File: config.mk
export PLATFORM = sky130hd
export DESIGN_NAME = sin_sweep_initiator
export DESIGN_NICKNAME = d
export VERILOG_FILES = /design/src/rtl/sin_sweep_initiator_pkg.sv /design/src/rtl/res_fifo.sv /design/src/rtl/sin_sweep_initiator.sv
export SDC_FILE = /design/constraint.sdc
export NUM_CORES = 1
export LEC_CHECK = 0
export BUFFER_PORTS_ARGS = -buffer_cell sky130_fd_sc_hd__buf_2
export CAP_MARGIN = 20
export CORE_MARGIN = 3
export CORE_UTILIZATION = 58
export DETAILED_ROUTE_END_ITERATION = 12
export PLACE_DENSITY = 0.79
export SLEW_MARGIN = 20
export SYNTH_ARGS = -nofsm -noshare
export SYNTH_HDL_FRONTEND = slang
export SYNTH_SLANG_ARGS = --single-unit
File: constraint.sdc
create_clock -name clk -period 3.8 [get_ports clk]
set_clock_uncertainty 0.1 [all_clocks]
set_input_delay 0.38 -clock clk [delete_from_list [all_inputs] [get_ports clk]]
set_output_delay 0.38 -clock clk [all_outputs]
set_load 0.05 [all_outputs]
File: src/rtl/sin_sweep_initiator_pkg.sv
`default_nettype none
// +------------------------------------------------------------------+
// | sin_sweep_initiator_pkg : shared types/constants for sine sweeps |
// | Rev 1.0                                                          |
// +------------------------------------------------------------------+
package sin_sweep_initiator_pkg;

  localparam int FRAC_BITS          = 8;
  localparam int ANGLE_W            = 2 * FRAC_BITS;  // Q8.8 angle / result
  localparam int INDEX_W            = 8;
  localparam int TOL_W              = 8;
  localparam int RES_W              = ANGLE_W + INDEX_W + 1;
  localparam int DEFAULT_FIFO_DEPTH = 4;
  localparam int DEFAULT_TIMEOUT    = 255;

  typedef enum logic [1:0] {
    ST_IDLE  = 2'd0,
    ST_ISSUE = 2'd1,
    ST_WAIT  = 2'd2,
    ST_STORE = 2'd3
  } state_t;

  typedef struct packed {
    logic [ANGLE_W-1:0] data;
    logic [INDEX_W-1:0] index;
    logic               last;
  } res_t;

endpackage
`default_nettype wire

File: src/rtl/res_fifo.sv
`default_nettype none
// +------------------------------------------------------------------+
// | res_fifo : synchronous FIFO, power-of-2 depth, occupancy output  |
// | Rev 1.0                                                          |
// +------------------------------------------------------------------+
module res_fifo #(
  parameter int WIDTH = 8,
  parameter int DEPTH = 4
) (
  input  logic                     clk,
  input  logic                     rst,
  input  logic                     wr_en,
  input  logic [WIDTH-1:0]         wr_data,
  input  logic                     rd_en,
  output logic [WIDTH-1:0]         rd_data,
  output logic [$clog2(DEPTH):0]   count,
  output logic                     empty,
  output logic                     full
);

  localparam int AW = $clog2(DEPTH);

  logic [WIDTH-1:0] r_mem [DEPTH];
  logic [AW-1:0]    r_wr_ptr;
  logic [AW-1:0]    r_rd_ptr;
  logic [AW:0]      r_count;
  logic             w_push;
  logic             w_pop;

  assign empty  = (r_count == '0);
  assign full   = (r_count == (AW+1)'(DEPTH));
  assign count  = r_count;
  assign w_push = wr_en && !full;
  assign w_pop  = rd_en && !empty;

  // Head is masked while empty so the output reads zero after reset.
  assign rd_data = empty ? '0 : r_mem[r_rd_ptr];

  always_ff @(posedge clk or posedge rst) begin
    if (rst) begin
      r_wr_ptr <= '0;
      r_rd_ptr <= '0;
      r_count  <= '0;
    end else begin
      if (w_push) r_wr_ptr <= r_wr_ptr + 1'b1;
      if (w_pop)  r_rd_ptr <= r_rd_ptr + 1'b1;
      if (w_push && !w_pop)      r_count <= r_count + 1'b1;
      else if (w_pop && !w_push) r_count <= r_count - 1'b1;
    end
  end

  always_ff @(posedge clk) begin
    if (w_push) r_mem[r_wr_ptr] <= wr_data;
  end

endmodule
`default_nettype wire

File: src/rtl/sin_sweep_initiator.sv
`default_nettype none
// +------------------------------------------------------------------+
// | sin_sweep_initiator : issues a sweep of angles to a sine core    |
// | Rev 1.0                                                          |
// +------------------------------------------------------------------+
module sin_sweep_initiator
  import sin_sweep_initiator_pkg::*;
#(
  parameter int FIFO_DEPTH = DEFAULT_FIFO_DEPTH,
  parameter int TIMEOUT    = DEFAULT_TIMEOUT
) (
  input  logic        clk,
  input  logic        rst,
  input  logic        cmd_valid,
  output logic        cmd_ready,
  input  logic [15:0] cmd_x0,
  input  logic [15:0] cmd_step,
  input  logic [7:0]  cmd_count,
  input  logic [7:0]  cmd_tol,
  output logic [15:0] core_x,
  output logic [7:0]  core_y,
  output logic        core_start,
  input  logic        core_ready,
  input  logic [15:0] core_sinx,
  output logic        res_valid,
  input  logic        res_ready,
  output logic [15:0] res_data,
  output logic [7:0]  res_index,
  output logic        res_last,
  output logic        busy,
  output logic        timeout_err
);

  localparam int CNT_W  = $clog2(FIFO_DEPTH) + 1;
  localparam int WAIT_W = $clog2(TIMEOUT + 1);

  state_t               r_state;
  state_t               w_state_nxt;
  logic [ANGLE_W-1:0]   r_angle;
  logic [ANGLE_W-1:0]   r_step;
  logic [ANGLE_W-1:0]   r_sinx;
  logic [INDEX_W-1:0]   r_count;
  logic [INDEX_W-1:0]   r_index;
  logic [TOL_W-1:0]     r_tol;
  logic [WAIT_W-1:0]    r_wait_cnt;
  logic                 r_timeout_err;

  logic                 w_cmd_fire;
  logic                 w_start;
  logic                 w_push;
  logic                 w_timeout;
  res_t                 w_push_word;
  res_t                 w_head;
  logic [RES_W-1:0]     w_head_bits;
  logic [CNT_W-1:0]     w_fifo_count;
  logic                 w_fifo_empty;
  logic                 w_fifo_full;

  always_comb begin
    w_state_nxt = r_state;
    w_cmd_fire  = 1'b0;
    w_start     = 1'b0;
    w_push      = 1'b0;
    w_timeout   = 1'b0;
    case (r_state)
      ST_IDLE: begin
        if (cmd_valid) begin
          w_cmd_fire = 1'b1;
          if (cmd_count != '0) w_state_nxt = ST_ISSUE;
        end
      end
      ST_ISSUE: begin
        // Only one request is ever outstanding, so a free slot now guarantees
        // room for its result at STORE.
        if (!w_fifo_full) begin
          w_start     = 1'b1;
          w_state_nxt = ST_WAIT;
        end
      end
      ST_WAIT: begin
        if (core_ready) begin
          w_state_nxt = ST_STORE;
        end else if (r_wait_cnt == WAIT_W'(TIMEOUT - 1)) begin
          w_timeout   = 1'b1;
          w_state_nxt = ST_IDLE;
        end
      end
      ST_STORE: begin
        w_push      = 1'b1;
        w_state_nxt = (({1'b0, r_index} + 9'd1) < {1'b0, r_count}) ? ST_ISSUE : ST_IDLE;
      end
      default: w_state_nxt = ST_IDLE;
    endcase
  end

  always_ff @(posedge clk or posedge rst) begin
    if (rst) begin
      r_state       <= ST_IDLE;
      r_angle       <= '0;
      r_step        <= '0;
      r_sinx        <= '0;
      r_count       <= '0;
      r_index       <= '0;
      r_tol         <= '0;
      r_wait_cnt    <= '0;
      r_timeout_err <= 1'b0;
    end else begin
      r_state <= w_state_nxt;
      if (w_cmd_fire) begin
        r_angle       <= cmd_x0;
        r_step        <= cmd_step;
        r_count       <= cmd_count;
        r_tol         <= cmd_tol;
        r_index       <= '0;
        r_timeout_err <= 1'b0;
      end
      if (w_start)                r_wait_cnt <= '0;
      else if (r_state == ST_WAIT) r_wait_cnt <= r_wait_cnt + 1'b1;
      if (r_state == ST_WAIT && core_ready) r_sinx <= core_sinx;
      if (w_push) begin
        r_angle <= r_angle + r_step;
        r_index <= r_index + 1'b1;
      end
      if (w_timeout) r_timeout_err <= 1'b1;
    end
  end

  assign w_push_word = '{data: r_sinx, index: r_index, last: (r_index == r_count - 8'd1)};

  res_fifo #(
    .WIDTH (RES_W),
    .DEPTH (FIFO_DEPTH)
  ) u_res_fifo (
    .clk     (clk),
    .rst     (rst),
    .wr_en   (w_push),
    .wr_data (w_push_word),
    .rd_en   (res_ready),
    .rd_data (w_head_bits),
    .count   (w_fifo_count),
    .empty   (w_fifo_empty),
    .full    (w_fifo_full)
  );

  assign w_head      = res_t'(w_head_bits);
  assign cmd_ready   = (r_state == ST_IDLE);
  assign core_start  = w_start;
  assign core_x      = r_angle;
  assign core_y      = r_tol;
  assign res_valid   = !w_fifo_empty;
  assign res_data    = w_head.data;
  assign res_index   = w_head.index;
  assign res_last    = w_head.last;
  assign busy        = (r_state != ST_IDLE) || (w_fifo_count != '0);
  assign timeout_err = r_timeout_err;

endmodule
`default_nettype wire
Word-level counts from Yosys, hierarchy flattened

Memory sizes are Yosys's and may differ from the RTL's.
Index checks and enable logic that the tools add are counted.

Flip-flop bits (word level): 90
Bits of input ports: 69
Word-level logic and storage cells: 81
Memories kept: 1
RAM bits: 100

$lt $le $gt $ge: 1
Equal/unequal tests: 10
Mux-type cells: 28
Add/subtract/negate cells: 9
Reductions and logical operators: 20

Memories:

| memory           | words | width | rd ports | clocked after Yosys merged registers in | wr ports | line           | text |
|---|---|---|---|---|---|---|---|
| u_res_fifo.r_mem | 4     | 25    | 1        | 0                                       | 1        | res_fifo.sv:23 | `logic [WIDTH-1:0] r_mem [DEPTH];` |

Operator list:

| cell                | number |
|---|---|
| $mux 16             | 2 |
| $mux 8              | 4 |
| $mux 25             | 1 |
| $add 16x16->16      | 1 |
| $add 8x1->8 const B | 2 |
| $mux 1              | 13 |
| $mux 2              | 5 |
| $reduce_bool 2->1   | 5 |
| $add 8x1->9 const B | 1 |
| $lt 9x8->1          | 1 |
| $eq 8x8->1          | 1 |
| $eq 8x8->1 const B  | 1 |
| $pmux 2 s4          | 1 |
| $reduce_bool 8->1   | 1 |
| $sub 8x1->8 const B | 1 |
| $mux 3              | 2 |
| $logic_and 1x1->1   | 5 |
| $add 2x1->2 const B | 2 |
| $eq 2x2->1 const B  | 2 |
| $logic_not 1->1     | 4 |
| $ne 2x2->1 const B  | 2 |
| $reduce_and 4->1    | 1 |
| $add 3x1->3 const B | 1 |
| $eq 3x3->1 const B  | 1 |
| other kinds (8)     | 8 |

Logic depth before layout (Yosys ltp)

Gate-level depths: netlist (run 1).

Word-level depth: 7
Mapped depth: 10
Gate-level depth less buffers: 9

Modules after synthesis

Synthesis (run 1) repeated with hierarchy kept, for this count alone.

Cells, all modules: 695
Area total of the unflattened synthesis: 8824.7 um2

By module, submodules not included:

| module              | times used | area an instance (um2) | cells an instance |
|---|---|---|---|
| sin_sweep_initiator | 1          | 4583.1                 | 500 |
| res_fifo            | 1          | 4241.6                 | 195 |

Least setup slack after synthesis (run 1)

OpenSTA, ideal clock, no wires.

Kind: register to register
Start point: register r_angle[0], in the netlist core_x[0]
End point: register r_angle[12], in the netlist core_x[12]
Path buffers: 0
Cell stages (with the launch flop): 10
Data arrival time: 2.217 ns
Slack: 1.339 ns
Period minus slack after synthesis: 2.461 ns
Cells stage by stage: dfrtp_1 ha_1 inv_1 fa_1 nor2b_1 o21bai_1 a31oi_1 o22ai_1 nor3_1 a311oi_1

Word-level cells in the longest chain between the ends: 2

Ends and longest elaborated chain:

| element                | line                       | text |
|---|---|---|
| from (decl)            | sin_sweep_initiator.sv:39  | `logic [ANGLE_W-1:0] r_angle;` |
| from (signal assigned) | sin_sweep_initiator.sv:110 | `r_angle <= cmd_x0;` |
| from (signal assigned) | sin_sweep_initiator.sv:121 | `r_angle <= r_angle + r_step;` |
| $add 16x16->16         | sin_sweep_initiator.sv:121 |  |
| $mux 16                | sin_sweep_initiator.sv:120 | `if (w_push) begin` |

Every way passes these cells.
A chain may end at the register's enable or synchronous reset.

Worst setup path in the final report (run 1)

Start point: register u_res_fifo.r_rd_ptr[0]
End point: output res_index[3]

Word-level cells in the longest chain between the ends: 2

Ends and longest elaborated chain:

| element                | line                      | text |
|---|---|---|
| from (decl)            | res_fifo.sv:25            | `logic [AW-1:0] r_rd_ptr;` |
| from (signal assigned) | res_fifo.sv:46            | `if (w_pop) r_rd_ptr <= r_rd_ptr + 1'b1;` |
| $mem_v2 4x25           | n/a                       |  |
| $mux 25                | res_fifo.sv:37            | `assign rd_data = empty ? '0 : r_mem[r_rd_ptr];` |
| to (decl)              | sin_sweep_initiator.sv:28 | `output logic [7:0] res_index,` |

Every way passes these cells.

==> summary.json, run 1 <==
{
  "pwr": {
    "sw_frac_of_total_pct": 44.5,
    "p_int_w": 0.00536,
    "clkPwrFrac_pct": 17.3,
    "power.combinational.fraction_pct": 47.2,
    "power_switching_w": 0.00430,
    "final_total_pwr_w": 0.00966,
    "power.ir.vdd_worst_mv": 0.539,
    "p_leak_nw": 4.37,
    "power_per_cell_area_nw_per_um2": 950,
    "power.share.sequential_pct": 35.5
  },
  "worst_setup_path": {
    "r2r_slack_ps": 1070,
    "critPathArrivalTime_ps": 2400,
    "critical_path_class": "reg -> out",
    "largest_fanout_on_the_critical_path": 27,
    "kind_of_start_point_of_the_critical_path": "register",
    "worst-endpoint-required_ps": 3320,
    "critPathCaptureType": "output port"
  },
  "place": {
    "gp_congestion": 0.928,
    "port_bufs": 122,
    "placement.setup.worst_slack_ps": 1070,
    "cell_count_after_placement": 996,
    "dp_hpwl_mm": 12.6,
    "postPlaceCellArea_um2": 9590
  },
  "clock_tree": {
    "cts_post_setup_buffers_inserted": 0,
    "cts_resizes": 0,
    "clkSlewWorstSetupHoldPaths_ps": 70,
    "cts_buffers": 17,
    "ctsLongestPathBuffers": 2,
    "cts_htree_levels": 4,
    "clock_sink_count": 190,
    "ctsRootBufferMaster": "sky130_fd_sc_hd__clkbuf_16",
    "tritoncts": "yes",
    "clock_latency_ps": 430
  },
  "die": {
    "start_util_pct": 59.9,
    "die_h_um": 129,
    "num_io_pins": 123,
    "floorplan.die.width_um": 129,
    "fp.dieArea_um2": 16700,
    "placeableCoreArea_um2": 14700,
    "rows": 44
  },
  "sta": {
    "grt_setup_unrepaired": "no",
    "fmax_ghz": 0.347,
    "hold_viol": 0,
    "max_slew_margin_pct": 39.0,
    "setup_slack_ps": 918,
    "fin_setup_tns_ps": 0,
    "worst_pin_slew_ps": 915,
    "layout_min_cycle_time_ps": 2880,
    "setup_viol": 0,
    "post-route-period-util_pct": 75.8,
    "timing_max_transition_violations_final": 0
  },
  "global_routing": {
    "grt_remaining_overflow": 0,
    "first_global_vias": 6164,
    "grt_first_pass_wirelength_mm": 30.5,
    "number_of_antenna_violations_at_the_first_check_in_global_routing": 0,
    "grt_usage_pct": 23.2,
    "pin_count_of_the_biggest_net_entering_global_routing": 40
  },
  "logic_synthesis": {
    "synthesis.yosys.warnings": 0,
    "synth-compound-area-share_pct": 7.67,
    "yosys-top-cells-count": "sky130_fd_sc_hd__nand2_1, sky130_fd_sc_hd__edfxtp_1, sky130_fd_sc_hd__dfrtp_1",
    "mappedNetlistNets": 815,
    "syn_area_per_cell_um2": 12.4,
    "dominant_combinational_cell_family_by_area_after_synthesis": "simple AND/OR/NAND/NOR gates",
    "synth_adder_area_share_pct": 5.00,
    "synth-edff-count": 100,
    "yosysMostFrequentCell": "sky130_fd_sc_hd__nand2_1",
    "synth_seq_cells": 190,
    "synth_top_cells_by_area": "sky130_fd_sc_hd__edfxtp_1, sky130_fd_sc_hd__dfrtp_1, sky130_fd_sc_hd__mux4_2",
    "synthesized_cell_area_um2": 8810,
    "synth-xor-area-share_pct": 2.88,
    "synth.top_cell.area_share_pct": 34.1,
    "synthesis.instances": 712,
    "synth_area_leader_cell": "sky130_fd_sc_hd__edfxtp_1",
    "synth_simple_gate_area_share_pct": 13.5,
    "synth-main-ff-cell": "sky130_fd_sc_hd__edfxtp_1",
    "ys_async_sr_fraction_pct": 47.4,
    "yosysSeqAreaShare_pct": 59.7,
    "synth.mux.area_fraction_pct": 8.68,
    "post_synth_num_cell_types": 52
  },
  "detailed_routing": {
    "initial_drt_markers": 379,
    "detail_route.drc_violations": 0,
    "detailroute.via_count": 5978,
    "routedWlPerCell_um": 18.0,
    "ant_nets": 0,
    "detailedRoute.firstPassIterationCount": 7,
    "detail_route.wirelength_mm": 18.5,
    "detail_route.vias_per_cell": 5.80
  },
  "hold_path": {
    "worst_hold_path_type": "in -> reg"
  },
  "status": {
    "outcome": "complete, no violations"
  },
  "final_layout": {
    "syn_to_final_growth_pct": 15.3,
    "finish.instance_area_um2": 10200,
    "fraction_of_layout_cells_with_a_size_suffix_above_1_pct": 25.2,
    "final_non_filler_cells": 1030,
    "filler_instances": 1052,
    "final_nets": 936,
    "insertedDiodeCount": 0
  },
  "flow_run": {
    "max_cap_violations": 0
  }
}
## cell families after synthesis
| kind of cell | count (synthesis) |
|---|---|
| AOI/OAI and AO/OA | 104 |
| xor gates and xnor gates | 29 |
| adders and majority gates | 34 |
| buffers and inverters | 55 |
| DFF | 190 |
| muxes | 43 |
| and+or+nand+nor | 257 |
## sequential cells by signal, indices dropped and copies added (netlist names), 3 cells and up
name and count:
core_x 16, r_wait_cnt 8, u_res_fifo.r_mem 100, r_step 16
r_sinx 16, r_index 8, core_y 8, r_count 8
u_res_fifo.count 3
## through the flow
stage	hold slack [ps]	util, %
floorplan	349	-
global placement	356	65.2
detailed placement	359	65.2
CTS	25.6	69.1
global route	30.4	69.1
finish	37.0	69.1
## power by group through the flow
| stage | combinational [W] | sequential [W] | clock (W) |
|---|---|---|---|
| 5_1_grt | 0.00497 | 0.00351 | 0.00178 |
| 3_5_place_dp | 0.00452 | 0.00346 | 0 |
| 4_1_cts | 0.00455 | 0.00343 | 0.00169 |
| 2_1_floorplan | 0.00329 | 0.00363 | 0 |
| 6_report | 0.00455 | 0.00343 | 0.00167 |
| 3_3_place_gp | 0.00438 | 0.00341 | 0 |
## routing by layer
metal / GRT usage [%] / up-vias / wire (um)
met5: 0 / - / 0
met4: 7.16 / 0 / 330
met3: 5.28 / 25 / 952
met2: 39.5 / 188 / 9360
met1: 30.0 / 2951 / 7890
li1: - / 2814 / -
## critical path: stages, from the launching register on
cell,delay (ps)
sky130_fd_sc_hd__dfrtp_2,970
sky130_fd_sc_hd__mux4_2,600
sky130_fd_sc_hd__and2_1,190
sky130_fd_sc_hd__buf_2,220
## what timing repair did
action,4_1_cts,5_1_grt
hold buffers,1,0
endpoints found under the setup margin,0,0
endpoints found under the hold margin,37,0
## worst paths after layout
check	from	end	cells after the start
worst max-delay path	u_res_fifo.r_rd_ptr[0]	res_index[3]	3
worst min-delay path	cmd_step[5]	r_step[5]	3
worst max register to register	u_res_fifo.count[0]	u_res_fifo.count[2]	8
worst min register to register	core_y[2]	core_y[2]	2
max in group asynchronous	rst	u_res_fifo.r_rd_ptr[0]	4
min in group asynchronous	rst	core_y[4]	3
## layout by cell type, fill, tap and decap left out, drive strengths merged, types with 17 or more instances in the layout
cell type / n
nand3: 24
xnor2: 17
o21ai: 42
a21oi: 20
clkbuf: 20
mux4: 25
inv: 24
nand2: 131
nor2: 23
mux2: 17
and2: 31
buf: 134
ha: 32
dfrtp: 90
edfxtp: 100
## final cells by class
type / instances / area [um^2] / area share, %
Sequential cell: 190 / 5260 / 51.7
Multi-Input combinational cell: 467 / 3330 / 32.8
Timing Repair Buffer: 135 / 711 / 7.00
Clock buffer: 20 / 437 / 4.30
Tap cell: 184 / 230 / 2.27
Clock inverter: 12 / 114 / 1.12
Inverter: 22 / 83.8 / 0.825
Note: power is estimated with default switching activity, not from simulation.
==> run 2, diff against run 1 <==
--- a/config.mk
+++ b/config.mk
@@ -8,9 +8,9 @@
 export BUFFER_PORTS_ARGS = -buffer_cell sky130_fd_sc_hd__buf_2
 export CAP_MARGIN = 20
 export CORE_MARGIN = 3
-export CORE_UTILIZATION = 58
+export CORE_UTILIZATION = 52
 export DETAILED_ROUTE_END_ITERATION = 12
-export PLACE_DENSITY = 0.79
+export PLACE_DENSITY = 0.75
 export SLEW_MARGIN = 20
 export SYNTH_ARGS = -nofsm -noshare
 export SYNTH_HDL_FRONTEND = slang
==> constraint.sdc (replaced) <==
create_clock -name clk -period 2.3 [get_ports clk]
set_clock_uncertainty 0.1 [all_clocks]
set_input_delay 0.23 -clock clk [delete_from_list [all_inputs] [get_ports clk]]
set_output_delay 0.23 -clock clk [all_outputs]
set_load 0.05 [all_outputs]
==> summary.json, run 2 (synthesis results as in run 1) <==
{
  "global_routing": {
    "number_of_antenna_violations_at_the_first_check_in_global_routing": {"value": 0, "change": "unchanged"},
    "grt_usage": {"value": 22.5, "unit": "%", "change": "-0.72 points"},
    "first_global_vias": {"value": 6627, "change": "+7.5%"},
    "grt_remaining_overflow": {"value": 0, "change": "unchanged"},
    "pin_count_of_the_biggest_net_entering_global_routing": {"value": 91, "change": "+130%"},
    "grt_first_pass_wirelength": {"value": 32.7, "unit": "mm", "change": "+7.2%"}
  },
  "hold_path": {
    "worst_hold_path_type": "in -> reg",
    "holdPathStages": {"value": 5, "change": "+2"}
  },
  "final_layout": {
    "layout_commonest_cell": "sky130_fd_sc_hd__nand2_1",
    "fraction_of_layout_cells_with_a_size_suffix_above_1": {"value": 29.1, "unit": "%", "change": "+3.9 points"},
    "largest-register": "u_res_fifo.r_mem",
    "largest_reg_flops": {"value": 100, "change": "unchanged"},
    "filler_instances": {"value": 1062, "change": "+0.95%"},
    "final_nets": {"value": 1012, "change": "+8.1%"},
    "utilization": {"value": 69.9, "unit": "%", "change": "+0.76 points"},
    "finish.instance_area": {"value": 11300, "unit": "um^2", "change": "+12%"},
    "syn_to_final_growth_pct": 28.8,
    "layout_common_cells": "sky130_fd_sc_hd__nand2_1, sky130_fd_sc_hd__buf_2, sky130_fd_sc_hd__edfxtp_1, sky130_fd_sc_hd__dfrtp_1, sky130_fd_sc_hd__dlygate4sd3_1",
    "final_non_filler_cells": {"value": 1139, "change": "+11%"}
  },
  "clock_tree": {
    "clkSlewWorstSetupHoldPaths": {"value": 70, "unit": "ps", "change": "about the same"},
    "tritoncts": "yes",
    "clock_sink_count": {"value": 190, "change": "unchanged"},
    "clock_latency": {"value": 430, "unit": "ps", "change": "about the same"},
    "cts_htree_levels": {"value": 4, "change": "unchanged"},
    "cts_buffers": {"value": 17, "change": "unchanged"},
    "ctsLongestPathBuffers": {"value": 2, "change": "unchanged"},
    "ctsRootBufferMaster": "sky130_fd_sc_hd__clkbuf_16"
  },
  "die": {
    "fp.dieArea": {"value": 18500, "unit": "um^2", "change": "+11%"},
    "num_io_pins": {"value": 123, "change": "unchanged"},
    "die_h": {"value": 136, "unit": "um", "change": "+5.4%"},
    "start_util": {"value": 54.3, "unit": "%", "change": "-5.7 points"},
    "placeableCoreArea": {"value": 16200, "unit": "um^2", "change": "+10%"},
    "rows": {"value": 46, "change": "+4.5%"},
    "floorplan.die.width": {"value": 136, "unit": "um", "change": "+5.4%"}
  },
  "sta": {
    "max_slew_margin": {"value": 54.1, "unit": "%", "change": "+15 points"},
    "fmax_ghz": 0.442,
    "worst_pin_slew": {"value": 688, "unit": "ps", "change": "-226 ps"},
    "setup_viol": {"value": 0, "change": "unchanged"},
    "setup_slack": {"value": 36.4, "unit": "ps", "change": "-882 ps"},
    "fin_setup_tns": {"value": 0, "unit": "ps", "change": "unchanged"},
    "post-route-period-util_pct": 98.4,
    "layout_min_cycle_time_ps": 2260,
    "timing_max_transition_violations_final": {"value": 0, "change": "unchanged"},
    "hold_viol": {"value": 0, "change": "unchanged"},
    "grt_setup_unrepaired": "yes"
  },
  "worst_setup_path": {
    "cp_num_buf_inv": {"value": 3, "change": "+2"},
    "crit_path_max_incr_delay": {"value": 530, "unit": "ps", "change": "-440 ps"},
    "critPathCaptureType": "output port",
    "worst-endpoint-required": {"value": 1970, "unit": "ps", "change": "-1350 ps"},
    "critical_path_class": "reg -> out",
    "critical-path-slowest-cell": "sky130_fd_sc_hd__mux4_2",
    "kind_of_start_point_of_the_critical_path": "register",
    "critPathArrivalTime": {"value": 1930, "unit": "ps", "change": "-470 ps"},
    "path_cells": "buf_12 > buf_12 > mux4_2 > and2_4 > buf_6",
    "critPathTopFamily": "multiplexers",
    "cp_common_cell": "sky130_fd_sc_hd__buf_12",
    "rr_worst_depth": {"value": 9, "change": "+1"},
    "largest_fanout_on_the_critical_path": {"value": 8, "change": "-70%"},
    "worst-path-stages": {"value": 5, "change": "+2"}
  },
  "status": {
    "outcome": "complete, no violations"
  },
  "detailed_routing": {
    "detail_route.drc_violations": {"value": 0, "change": "unchanged"},
    "detailroute.via_count": {"value": 6355, "change": "+6.3%"},
    "detailedRoute.firstPassIterationCount": {"value": 5, "change": "-2"},
    "initial_drt_markers": {"value": 447, "change": "+18%"},
    "routedWlPerCell": {"value": 17.9, "unit": "um", "change": "-0.74%"},
    "detail_route.wirelength": {"value": 20.3, "unit": "mm", "change": "+9.8%"},
    "ant_nets": {"value": 0, "change": "unchanged"},
    "detail_route.vias_per_cell": {"value": 5.58, "change": "-3.9%"}
  },
  "place": {
    "port_bufs": {"value": 122, "change": "unchanged"},
    "placement.setup.worst_slack": {"value": -20.6, "unit": "ps", "change": "-1090 ps"},
    "dp_hpwl": {"value": 12.9, "unit": "mm", "change": "+2.6%"},
    "gp_congestion": {"value": 0.920, "change": "-0.87%"},
    "cell_count_after_placement": {"value": 1042, "change": "+4.6%"},
    "postPlaceCellArea": {"value": 9820, "unit": "um^2", "change": "+2.3%"}
  },
  "pwr": {
    "p_leak": {"value": 4.82, "unit": "nW", "change": "+10%"},
    "power_per_cell_area": {"value": 1530, "unit": "nW/um^2", "change": "+61%"},
    "power.ir.vdd_worst": {"value": 1.02, "unit": "mV", "change": "+89%"}
  },
  "flow_run": {
    "max_cap_violations": {"value": 0, "change": "unchanged"}
  }
}
[run 2: changes by cell type in the layout (fill, tap and decap cells not counted), moves of 6 or more]
cell	change
sky130_fd_sc_hd__and2_1	-10
sky130_fd_sc_hd__buf_6	+15
sky130_fd_sc_hd__and2_4	+10
sky130_fd_sc_hd__buf_2	-15
sky130_fd_sc_hd__ha_2	+6
sky130_fd_sc_hd__buf_12	+9
sky130_fd_sc_hd__buf_4	+8
sky130_fd_sc_hd__ha_1	-7
sky130_fd_sc_hd__dlygate4sd3_1	+58
[run 2: per-stage QoR]
stage | power (W) | hold WS [ps]
floorplan | 0.0114 | 235
global placement | 0.0131 | 309
detailed placement | 0.0134 | 317
CTS | 0.0166 | 9.61
global route | 0.0184 | 36.6
finish | 0.0174 | 25.2
[run 2: repair_timing]
item,in CTS,in global routing
cloned,0,1
setup buffers,0,4
hold endpoints to repair,148,0
gates resized for setup,5,82
endpoints found under the setup margin,25,39
pin swaps,0,7
hold buffers,59,0
[run 2: power breakdown]
part           leakage (nW)  switching, W  internal (W)
clock network         0.306       0.00137       0.00167
logic                  2.48       0.00541       0.00343
registers              2.03      0.000742       0.00475
[run 2: final cells by class]
cell class	instances	area, um^2	area share [%]
antenna	1	2.50	0.0221
clock buffer	17	425	3.75
clock inverter	15	195	1.72
inverter	22	86.3	0.761
multi-input combinational	467	3450	30.4
sequential	190	5260	46.4
tap	216	270	2.38
timing repair buffer	211	1650	14.6
[run 2: routing by layer]
layer / wire, um / up-vias / track usage (%)
met5: 0 / - / 0
met4: 338 / 0 / 6.83
met3: 1140 / 28 / 5.07
met2: 10500 / 224 / 39.9
met1: 8330 / 3130 / 27.6
li1: - / 2973 / -
[run 2: final timing paths]
check | start | end | slack, ps
min in group asynchronous | rst | r_count[7] | 390
setup reg to reg | core_x[0] | core_x[6] | 80
max in group asynchronous | rst | u_res_fifo.count[0] | 1290
setup / recovery | u_res_fifo.r_rd_ptr[0] | res_data[4] | 40
hold reg to reg | r_step[14] | r_step[14] | 380
hold / removal | cmd_x0[13] | core_x[13] | 30
[run 2: worst reg2reg max path: cells and delay by family (launching register included)]
kind	cells	cell delay [ps]
AO/OA/AOI/OAI	3	680
AND/OR/NAND/NOR	2	190
buffers and inverters	2	220
flip-flops	1	410
adder cells (fa/ha/maj)	2	510
